==> src/rtl/divider_pkg.sv <==
`default_nettype none
// ============================================================================
//  Module   : cpu_pkg
//  Purpose  : Shared constants and state encoding for the CPU divide unit.
//  Revision : 1.0  initial release
// ============================================================================
package cpu_pkg;

  localparam int          DATA_W        = 32;
  localparam logic [31:0] DIV_ZERO_QUOT = 32'hFFFF_FFFF;

  // Divider sequencer state encoding
  localparam logic [1:0]  DIV_IDLE = 2'd0;
  localparam logic [1:0]  DIV_RUN  = 2'd1;
  localparam logic [1:0]  DIV_FIX  = 2'd2;

  typedef enum logic [1:0] {
    ST_IDLE = DIV_IDLE,
    ST_RUN  = DIV_RUN,
    ST_FIX  = DIV_FIX
  } div_state_e;

endpackage
`default_nettype wire

==> src/rtl/divider_if.sv <==
`default_nettype none
// ============================================================================
//  Module   : divider_if
//  Purpose  : Control-unit <-> divider handshake and result bus.
//  Revision : 1.0  initial release
// ============================================================================
interface divider_if import cpu_pkg::*; #(
  parameter int WIDTH = DATA_W
) ();

  logic             start;
  logic [WIDTH-1:0] A;
  logic [WIDTH-1:0] B;
  logic [WIDTH-1:0] hi;
  logic [WIDTH-1:0] lo;
  logic             busy;
  logic             done;
  logic             div_zero;

  // Control unit side
  modport master (
    output start, A, B,
    input  hi, lo, busy, done, div_zero
  );

  // Divider side
  modport slave (
    input  start, A, B,
    output hi, lo, busy, done, div_zero
  );

endinterface
`default_nettype wire

==> src/rtl/divider_neg_abs.sv <==
`default_nettype none
// ============================================================================
//  Module   : neg_abs
//  Purpose  : Conditional two's-complement negate. Used both to take operand
//             magnitudes (neg_en = sign bit) and to re-apply result signs.
//  Revision : 1.0  initial release
// ============================================================================
module neg_abs #(
  parameter int WIDTH = 32
) (
  input  logic [WIDTH-1:0] in_i,
  input  logic             neg_en_i,
  output logic [WIDTH-1:0] out_o
);

  // Negation wraps modulo 2^WIDTH, so the most negative value maps to itself,
  // which read as unsigned is exactly its magnitude.
  assign out_o = neg_en_i ? (WIDTH'(0) - in_i) : in_i;

endmodule
`default_nettype wire

==> src/rtl/divider.sv <==
`default_nettype none
// ============================================================================
//  Module   : divider
//  Purpose  : Sequential signed divider, one radix-2 restoring step per cycle.
//             lo = quotient (truncated toward zero), hi = remainder (sign of A).
//  Revision : 1.0  initial release
// ============================================================================
module divider import cpu_pkg::*; #(
  parameter int WIDTH = DATA_W
) (
  input  logic     clock,
  input  logic     reset,
  divider_if.slave bus
);

  localparam int CNT_W = $clog2(WIDTH) + 1;

  div_state_e       state_q, state_d;
  logic [CNT_W-1:0] count_q, count_d;
  logic [WIDTH-1:0] quo_q,   quo_d;
  logic [WIDTH-1:0] rem_q,   rem_d;
  logic [WIDTH-1:0] div_q,   div_d;
  logic             sign_q_q, sign_q_d;
  logic             sign_r_q, sign_r_d;
  logic             zero_q,  zero_d;
  logic [WIDTH-1:0] hi_q,    hi_d;
  logic [WIDTH-1:0] lo_q,    lo_d;
  logic             busy_q,  busy_d;
  logic             done_q,  done_d;
  logic             dz_q,    dz_d;

  logic [WIDTH-1:0] w_abs_a;
  logic [WIDTH-1:0] w_abs_b;
  logic [WIDTH-1:0] w_quo_fix;
  logic [WIDTH-1:0] w_rem_fix;
  logic [WIDTH:0]   w_trial;

  neg_abs #(.WIDTH(WIDTH)) u_abs_a (
    .in_i(bus.A), .neg_en_i(bus.A[WIDTH-1]), .out_o(w_abs_a)
  );
  neg_abs #(.WIDTH(WIDTH)) u_abs_b (
    .in_i(bus.B), .neg_en_i(bus.B[WIDTH-1]), .out_o(w_abs_b)
  );
  neg_abs #(.WIDTH(WIDTH)) u_quo_fix (
    .in_i(quo_q), .neg_en_i(sign_q_q), .out_o(w_quo_fix)
  );
  neg_abs #(.WIDTH(WIDTH)) u_rem_fix (
    .in_i(rem_q), .neg_en_i(sign_r_q), .out_o(w_rem_fix)
  );

  // Trial subtract on the left-shifted partial remainder; one extra bit so the
  // borrow out is the sign. |B| <= 2^(WIDTH-1) keeps the shifted value in range.
  assign w_trial = {rem_q, quo_q[WIDTH-1]} - {1'b0, div_q};

  // Next-state: sequencer, step counter and shift/subtract datapath
  always_comb begin
    state_d  = state_q;
    count_d  = count_q;
    quo_d    = quo_q;
    rem_d    = rem_q;
    div_d    = div_q;
    sign_q_d = sign_q_q;
    sign_r_d = sign_r_q;
    zero_d   = zero_q;
    hi_d     = hi_q;
    lo_d     = lo_q;
    busy_d   = busy_q;
    done_d   = 1'b0;
    dz_d     = dz_q;

    case (state_q)
      ST_IDLE: begin
        busy_d = 1'b0;
        if (bus.start) begin
          busy_d   = 1'b1;
          dz_d     = 1'b0;
          count_d  = '0;
          sign_q_d = bus.A[WIDTH-1] ^ bus.B[WIDTH-1];
          sign_r_d = bus.A[WIDTH-1];
          if (bus.B != '0) begin
            quo_d   = w_abs_a;
            div_d   = w_abs_b;
            rem_d   = '0;
            zero_d  = 1'b0;
            state_d = ST_RUN;
          end else begin
            // Raw dividend is parked in the quotient register for hi.
            quo_d   = bus.A;
            zero_d  = 1'b1;
            state_d = ST_FIX;
          end
        end
      end

      ST_RUN: begin
        quo_d   = {quo_q[WIDTH-2:0], ~w_trial[WIDTH]};
        rem_d   = w_trial[WIDTH] ? {rem_q[WIDTH-2:0], quo_q[WIDTH-1]}
                                 : w_trial[WIDTH-1:0];
        count_d = count_q + 1'b1;
        if (count_q == CNT_W'(WIDTH - 1)) begin
          state_d = ST_FIX;
        end
      end

      ST_FIX: begin
        done_d  = 1'b1;
        state_d = ST_IDLE;
        if (zero_q) begin
          lo_d = (WIDTH == DATA_W) ? WIDTH'(DIV_ZERO_QUOT) : {WIDTH{1'b1}};
          hi_d = quo_q;
          dz_d = 1'b1;
        end else begin
          lo_d = w_quo_fix;
          hi_d = w_rem_fix;
        end
      end

      default: state_d = ST_IDLE;
    endcase
  end

  // State and registered outputs; reset aborts any operation in flight
  always_ff @(posedge clock or negedge reset) begin
    if (!reset) begin
      state_q  <= ST_IDLE;
      count_q  <= '0;
      quo_q    <= '0;
      rem_q    <= '0;
      div_q    <= '0;
      sign_q_q <= 1'b0;
      sign_r_q <= 1'b0;
      zero_q   <= 1'b0;
      hi_q     <= '0;
      lo_q     <= '0;
      busy_q   <= 1'b0;
      done_q   <= 1'b0;
      dz_q     <= 1'b0;
    end else begin
      state_q  <= state_d;
      count_q  <= count_d;
      quo_q    <= quo_d;
      rem_q    <= rem_d;
      div_q    <= div_d;
      sign_q_q <= sign_q_d;
      sign_r_q <= sign_r_d;
      zero_q   <= zero_d;
      hi_q     <= hi_d;
      lo_q     <= lo_d;
      busy_q   <= busy_d;
      done_q   <= done_d;
      dz_q     <= dz_d;
    end
  end

  assign bus.hi       = hi_q;
  assign bus.lo       = lo_q;
  assign bus.busy     = busy_q;
  assign bus.done     = done_q;
  assign bus.div_zero = dz_q;

endmodule
`default_nettype wire

==> src/flat_wrapper.sv <==
// flat-port wrapper written by rule: the top's interface ports become plain ports
module divider_flat import cpu_pkg::*;
#(
  parameter int WIDTH = DATA_W
)
  (clock, reset, bus_start, bus_A, bus_B, bus_hi, bus_lo, bus_busy, bus_done, bus_div_zero);
  divider_if #(.WIDTH(WIDTH)) bus_i ();
  input  logic clock;
  input  logic reset;
  input wire logic [$bits(bus_i.start)-1:0] bus_start;
  input wire logic [$bits(bus_i.A)-1:0] bus_A;
  input wire logic [$bits(bus_i.B)-1:0] bus_B;
  output wire logic [$bits(bus_i.hi)-1:0] bus_hi;
  output wire logic [$bits(bus_i.lo)-1:0] bus_lo;
  output wire logic [$bits(bus_i.busy)-1:0] bus_busy;
  output wire logic [$bits(bus_i.done)-1:0] bus_done;
  output wire logic [$bits(bus_i.div_zero)-1:0] bus_div_zero;
  assign bus_i.start = bus_start;
  assign bus_i.A = bus_A;
  assign bus_i.B = bus_B;
  assign bus_hi = bus_i.hi;
  assign bus_lo = bus_i.lo;
  assign bus_busy = bus_i.busy;
  assign bus_done = bus_i.done;
  assign bus_div_zero = bus_i.div_zero;
  divider #(.WIDTH(WIDTH)) u_core (.clock(clock), .reset(reset), .bus(bus_i));
endmodule
==> config.mk <==
export PLATFORM = sky130hd
export DESIGN_NAME = divider_flat
export DESIGN_NICKNAME = d
export VERILOG_FILES = /design/src/rtl/divider_pkg.sv /design/src/rtl/divider_if.sv /design/src/rtl/divider_neg_abs.sv /design/src/rtl/divider.sv /design/src/flat_wrapper.sv
export SDC_FILE = /design/constraint.sdc
export NUM_CORES = 1
export LEC_CHECK = 0
export ABC_AREA = 0
export CAP_MARGIN = 0
export CORE_MARGIN = 2
export CORE_UTILIZATION = 57
export DETAILED_ROUTE_END_ITERATION = 7
export PLACE_DENSITY = 0.91
export REMOVE_ABC_BUFFERS = 1
export SLEW_MARGIN = 30
export SYNTH_ARGS = -nofsm -noshare
export SYNTH_HDL_FRONTEND = slang
export SYNTH_SLANG_ARGS = --single-unit
export TNS_END_PERCENT = 50
==> constraint.sdc <==
create_clock -name clock -period 3.6 [get_ports clock]
set_input_delay 0.36 -clock clock [delete_from_list [all_inputs] [get_ports clock]]
set_output_delay 0.36 -clock clock [all_outputs]
set_load 0.02 [all_outputs]
==> results of run 1 <==
## final cells by class
class                   instances  area, µm²  area share [%]
multi-input cells            1044       6550            48.0
flip-flops and latches        174       4360            32.0
repair buffers                167       1620            11.9
clock buffers                  18        439            3.22
well taps                     265        332            2.43
inverters                      53        199            1.46
clock inverters                14        136            1.00
## cell families after synthesis
family                     synth area share [%]
buffers and inverters                      5.08
xor gates and xnor gates                   11.0
AOI/OAI and AO/OA                          22.5
muxes                                      2.92
and+or+nand+nor                            16.2
DFF                                        38.1
adders and majority gates                  4.22
## synth_stat cells, drive strengths merged (15+ instances only)
master,number
nand2,156
nor3,20
a21oi,108
o21ai,174
xnor2,42
a22oi,29
nor2,114
xor2,102
clkbuf,62
o31ai,37
dfrtp,174
o41ai,15
or4,18
buf,19
ha,37
inv,51
mux2i,33
nand3,27
## through the flow
stage,hold slack [ps],utilization [%]
final,-33.2,69.6
after CTS,12.0,69.2
after floorplan,64.4,-
after detailed placement,469,66.3
after global routing,46.1,69.6
after global placement,462,66.3
## what timing repair did
| item | in CTS | in global routing |
|---|---|---|
| buffers inserted | 0 | 4 |
| resized for setup | 0 | 7 |
| endpoints found under the hold margin | 0 | 0 |
| setup endpoints to repair | 0 | 31 |
## worst paths after layout
| check | startpoint | end | slack, ps | cells past startpoint |
|---|---|---|---|---|
| worst max-delay path | u_core.quo_q[31] | u_core.rem_q[29] | 120 | 13 |
| worst min-delay path | reset | u_core.bus.lo[29] | -30 | 1 |
| worst max register to register | u_core.quo_q[31] | u_core.rem_q[29] | 120 | 13 |
| worst min register to register | u_core.bus.hi[8] | u_core.bus.hi[8] | 480 | 2 |
| max in group asynchronous | reset | u_core.rem_q[26] | 2610 | 2 |
| min in group clock | u_core.bus.hi[8] | u_core.bus.hi[8] | 480 | 2 |
## flip-flops by register name (all words and copies together), names as in the netlist, 2 cells and up
name,cells
u_core.state_q,2
u_core.div_q,32
u_core.bus.hi,32
u_core.count_q,6
u_core.quo_q,32
u_core.rem_q,32
u_core.bus.lo,32
## worst reg2reg max path, cell delays in order (launching register included)
cell      delay (ps)
dfrtp_1          420
inv_1            130
ha_1             220
fa_1             390
nand2b_4         170
a21oi_2          190
o211ai_1         190
a211oi_2         330
o41a_4           200
mux2i_4          260
a2111o_1         300
buf_6            210
mux2i_2          250
o21ai_1           80
## power breakdown
part / internal (µW) / switching [µW] / leakage, µW / total, µW
Combinational: 2680 / 3350 / 0.00346 / 6030
Sequential: 2480 / 816 / 0.00215 / 3300
Clock: 941 / 898 / 0.000282 / 1840
## routing by layer
metal	vias to the layer above	track usage, %
met5	-	0
met4	0	11.4
met3	82	4.01
met2	538	48.2
met1	4910	39.4
li1	5026	-
==> results.toml, run 1 <==
[synthesis]
synth_area_leaders = "dfrtp_1 (38%), xor2_1 (7.8%), o21ai_0 (6.3%)"
postSynthAreaPerCell_um2 = 8.46
netlist_area_mm2 = 0.0114
netlist_instances = 1352
synth-seq-cells = 174
synth-edff-count = 0
synth.top_cell.area_share_pct = 38.1
yosysTopAreaCell = "dfrtp_1"
ys_seq_area_share_pct = 38.1
async_reset_ff_share_pct = 100
synth_top_flop_cell = "dfrtp_1"
yosysWarnings = 0
yosysUniqueCellTypes = 62

[detailed_routing]
met3_length_um = 2450
via_per_inst = 6.08
routedWlPerCell_um = 17.8
drt_wl_total_um = 31000
num_vias = 10600
route.met2.wl_um = 14900
dr.pass1.iters = 5
met1_length_um = 12700
top_layer = "met4"
antenna_left = 0
drc = 0
drt_iter0_markers = 1002

[finish]
stdcell_area_mm2 = 0.0136
final_nets = 1562
syn_to_final_growth_pct = 19.2
fin_cells = 1735
most-common-layout-cells = "dfrtp_1 (173), nand2_1 (154), o21ai_0 (145), clkdlybuf4s50_1 (132), nor2_1 (113)"
antennaDiodeCount = 0
final_common_cell = "dfrtp_1"
drive_above_1_share_pct = 6.19
nFillCells = 1494

[place]
post_dp_cell_area_mm2 = 0.0130
dp_hpwl_um = 22200
place_ws_ps = -3.35
portBuffers = 133
gp_congestion = 0.925
placedCellCount = 1699

[setup_path]
critPathCaptureType = "register"
cp_data_arrival_time_ps = 3780
slowest_delay_ps = 420
crit_buf_inv = 2
slowest_stage = "dfrtp_1"
path_max_fanout = 8
crit_family = "compound AO/OA/AOI/OAI gates"
criticalPathCategory = "reg -> reg"
crit_path_start_kind = "register"
worst_ep_required_time_ps = 3900
path_cells = "inv_1, ha_1, fa_1, nand2b_4, a21oi_2, o211ai_1, a211oi_2, o41a_4, mux2i_4, a2111o_1, buf_6, mux2i_2, o21ai_1"

[run]
cap_violations = 0

[power_and_ir_drop]
ir_worst_vdd_mv = 0.496
total_power_uw = 11200
power.leakage_uw = 0.00589
power.density_mw_per_mm2 = 819

[clocking]
hold_buffers = 0
path_clk_slew_ps = 80
clk_path_buf_depth = 2
cts_root_buffer = "clkbuf_16"
cts_tree = "built"
ctsHtreeMaxLevel = 4
worstSkewPairLatency_ps = 450
cts_buffers = 17
cts_sinks = 174

[sta]
hold_violations = 28
setup_viol = 0
fin_skew_ps = 14.0
slew_headroom_pct = 39.0
finalCritPeriodShare_pct = 96.7
finalMaxSlewViolations = 0
setup_ws_ps = 120
whs_ps = -33.2
min_period_ps = 3480
finalSetupTns_ps = 0
worstMarginPinSlew_ps = 915
max_freq_mhz = 287

[global_routing]
grt_pass1_vias = 10000
grt_pass1_wl_um = 50700
grt_antenna_before_repair = 0
grt_max_degree = 93
grt_overflow_total = 0
grt_use_total_pct = 29.2

[die]
dieArea_mm2 = 0.0212
rows = 51
core_area_mm2 = 0.0196
initial_core_util_pct = 58.4
die_h_um = 146
die_width_um = 146
ios = 134

[run_status]
status = "finished, violations left"
violations = "negative hold slack"

[hold_path]
min_path_type = "in -> async"
Note: power is estimated with default switching activity, not from simulation.
==> run 2: changes to the inputs <==
--- a/config.mk
+++ b/config.mk
@@ -7,10 +7,12 @@
 export LEC_CHECK = 0
 export ABC_AREA = 0
 export CAP_MARGIN = 0
+export CELL_PAD_IN_SITES_DETAIL_PLACEMENT = 1
+export CELL_PAD_IN_SITES_GLOBAL_PLACEMENT = 2
 export CORE_MARGIN = 2
-export CORE_UTILIZATION = 57
+export CORE_UTILIZATION = 35
 export DETAILED_ROUTE_END_ITERATION = 7
-export PLACE_DENSITY = 0.91
+export PLACE_DENSITY = 0.92
 export REMOVE_ABC_BUFFERS = 1
 export SLEW_MARGIN = 30
 export SYNTH_ARGS = -nofsm -noshare
==> results.toml, run 2 (synthesized netlist as in run 1, its figures left out) <==
[run_status]
status = "finished, final reports clean"

[setup_path]
criticalPathCategory = "reg -> reg"
crit_start = "u_core.rem_q[6]"
regToRegSetupSlack_ps = 130
crit_path_start_kind = "register"
critPathCaptureType = "register"
cp_data_arrival_time_ps = 3800
path_max_fanout = 31
rr_startpoint = "u_core.rem_q[6]"
worst_ep_required_time_ps = 3930

[global_routing]
grt_pass1_vias = 10600
grt_antenna_before_repair = 0
grtUsageMet1_pct = 28.3
busiest_layer = "met2"
use_met2_pct = 35.1
grt_pass1_wl_um = 56600
grt_max_degree = 84
grt_use_met3_pct = 2.92
grt_overflow_total = 0
grt_use_total_pct = 21.0

[hold_path]
min_path_type = "reg -> reg"
min_from = "u_core.bus.lo[0]"

[place]
dp_hpwl_um = 26100
post_dp_cell_area_mm2 = 0.0133
gp_congestion = 0.842
portBuffers = 133

[finish]
syn_to_final_growth_pct = 22.6
final_nets = 1576
drive_above_1_share_pct = 6.94
nFillCells = 3804
stdcell_area_mm2 = 0.0140
most-common-layout-cells = "dfrtp_1 (173), nand2_1 (154), o21ai_0 (145), clkdlybuf4s50_1 (132), nor2_1 (113)"
final_common_cell = "dfrtp_1"
antennaDiodeCount = 0
post-route-util_pct = 43.3

[power_and_ir_drop]
power.density_mw_per_mm2 = 814
seqPwrFrac_pct = 28.0
swShare_pct = 44.3
power.leakage_uw = 0.00599
pwr-share-clk_pct = 17.5
switching_power_uw = 5060
ir_worst_vdd_mv = 0.455
power_frac_comb_pct = 54.4
cell_internal_pwr_uw = 6360

[sta]
slew_headroom_pct = 44.9
finalMaxSlewViolations = 0
max_freq_mhz = 288
worstMarginPinSlew_ps = 826
fin_skew_ps = 8.41
hold_violations = 0
setup_viol = 0
min_period_ps = 3470
rsz0062_at_grt = "false"
finalCritPeriodShare_pct = 96.3

[clocking]
cts_root_buffer = "clkbuf_16"
cts_buffers = 17
path_clk_slew_ps = 70
cts_tree = "built"
cts_sinks = 174
clk_path_buf_depth = 2
worstSkewPairLatency_ps = 450
ctsHtreeMaxLevel = 4

[die]
dieArea_mm2 = 0.0341
ios = 134
core_area_mm2 = 0.0324
initial_core_util_pct = 35.3
die_h_um = 185
rows = 66
die_width_um = 185

[detailed_routing]
drt_wl_total_um = 34500
drt_iter0_markers = 545
antenna_left = 0
num_vias = 10200
via_per_inst = 5.28
drc = 0
routedWlPerCell_um = 17.9
dr.pass1.iters = 5

[run]
cap_violations = 0
run 2: cell count changes in the layout (fill, tap and decap cells not counted), sizes merged:
cell         delta
buf            +13
clkinvlp        +1
clkinv          +4
clkbuf          +2
bufinv          +3
inv            -10
dlygate4sd3     +1
run 2: routing by layer:
layer,share of wire [%],routed length (µm)
met5,0,0
met4,1.5,503
met3,3.9,1350
met2,47,16200
met1,48,16500
run 2: critical path, cell delays in order (launching register included):
cell and delay [ps]:
dfrtp_1 430, ha_1 370, a21oi_1 230, nand2_1 100
o211ai_1 330, a211oi_2 170, o41a_4 470, mux2i_4 210
a2111o_1 440, buf_12 200, a222oi_1 300, inv_1 70
run 2: worst paths after layout:
check	to	cells after the start
hold reg to reg	u_core.bus.lo[0]	2
min in group asynchronous	u_core.bus.lo[2]	2
hold / removal	u_core.bus.lo[0]	2
max in group asynchronous	u_core.bus.hi[19]	3
setup reg to reg	u_core.quo_q[0]	11
setup / recovery	u_core.quo_q[0]	11
run 2: layout make-up:
| type | count | area, µm² | share of cell area [%] |
|---|---|---|---|
| clock inverters | 12 | 159 | 1.13 |
| inverters | 53 | 199 | 1.42 |
| flip-flops and latches | 174 | 4360 | 31.1 |
| clock buffers | 20 | 467 | 3.33 |
| repair buffers | 181 | 1750 | 12.4 |
| multi-input cells | 1044 | 6540 | 46.7 |
| well taps | 442 | 553 | 3.94 |
run 2: repair_timing:
action,4_1_cts,5_1_grt
hold buffers,1,0
endpoints found under the hold margin,27,0
setup endpoints to repair,0,31
buffers inserted,0,3
resized for setup,0,4
run 2: power groups by stage:
| stage | combinational [µW] | clock [µW] | sequential [µW] |
|---|---|---|---|
| after global placement | 5900 | 0 | 3180 |
| after global routing | 6920 | 2110 | 3280 |
| after detailed placement | 6100 | 0 | 3210 |
| after floorplan | 4250 | 0 | 3090 |
| after CTS | 6150 | 2040 | 3180 |
| final | 6210 | 2000 | 3200 |
run 2: per-stage QoR:
step	power [µW]	setup slack, ps	hold WS [ps]	TNS (ps)	cells
after floorplan	7330	-21.5	64.4	-554	1271
after detailed placement	9300	19.2	463	0	1890
after global placement	9070	101	454	0	1890
after CTS	11400	27.6	483	0	1923
after global routing	12300	0.869	500	0	1926
final	11400	132	479	0	1926
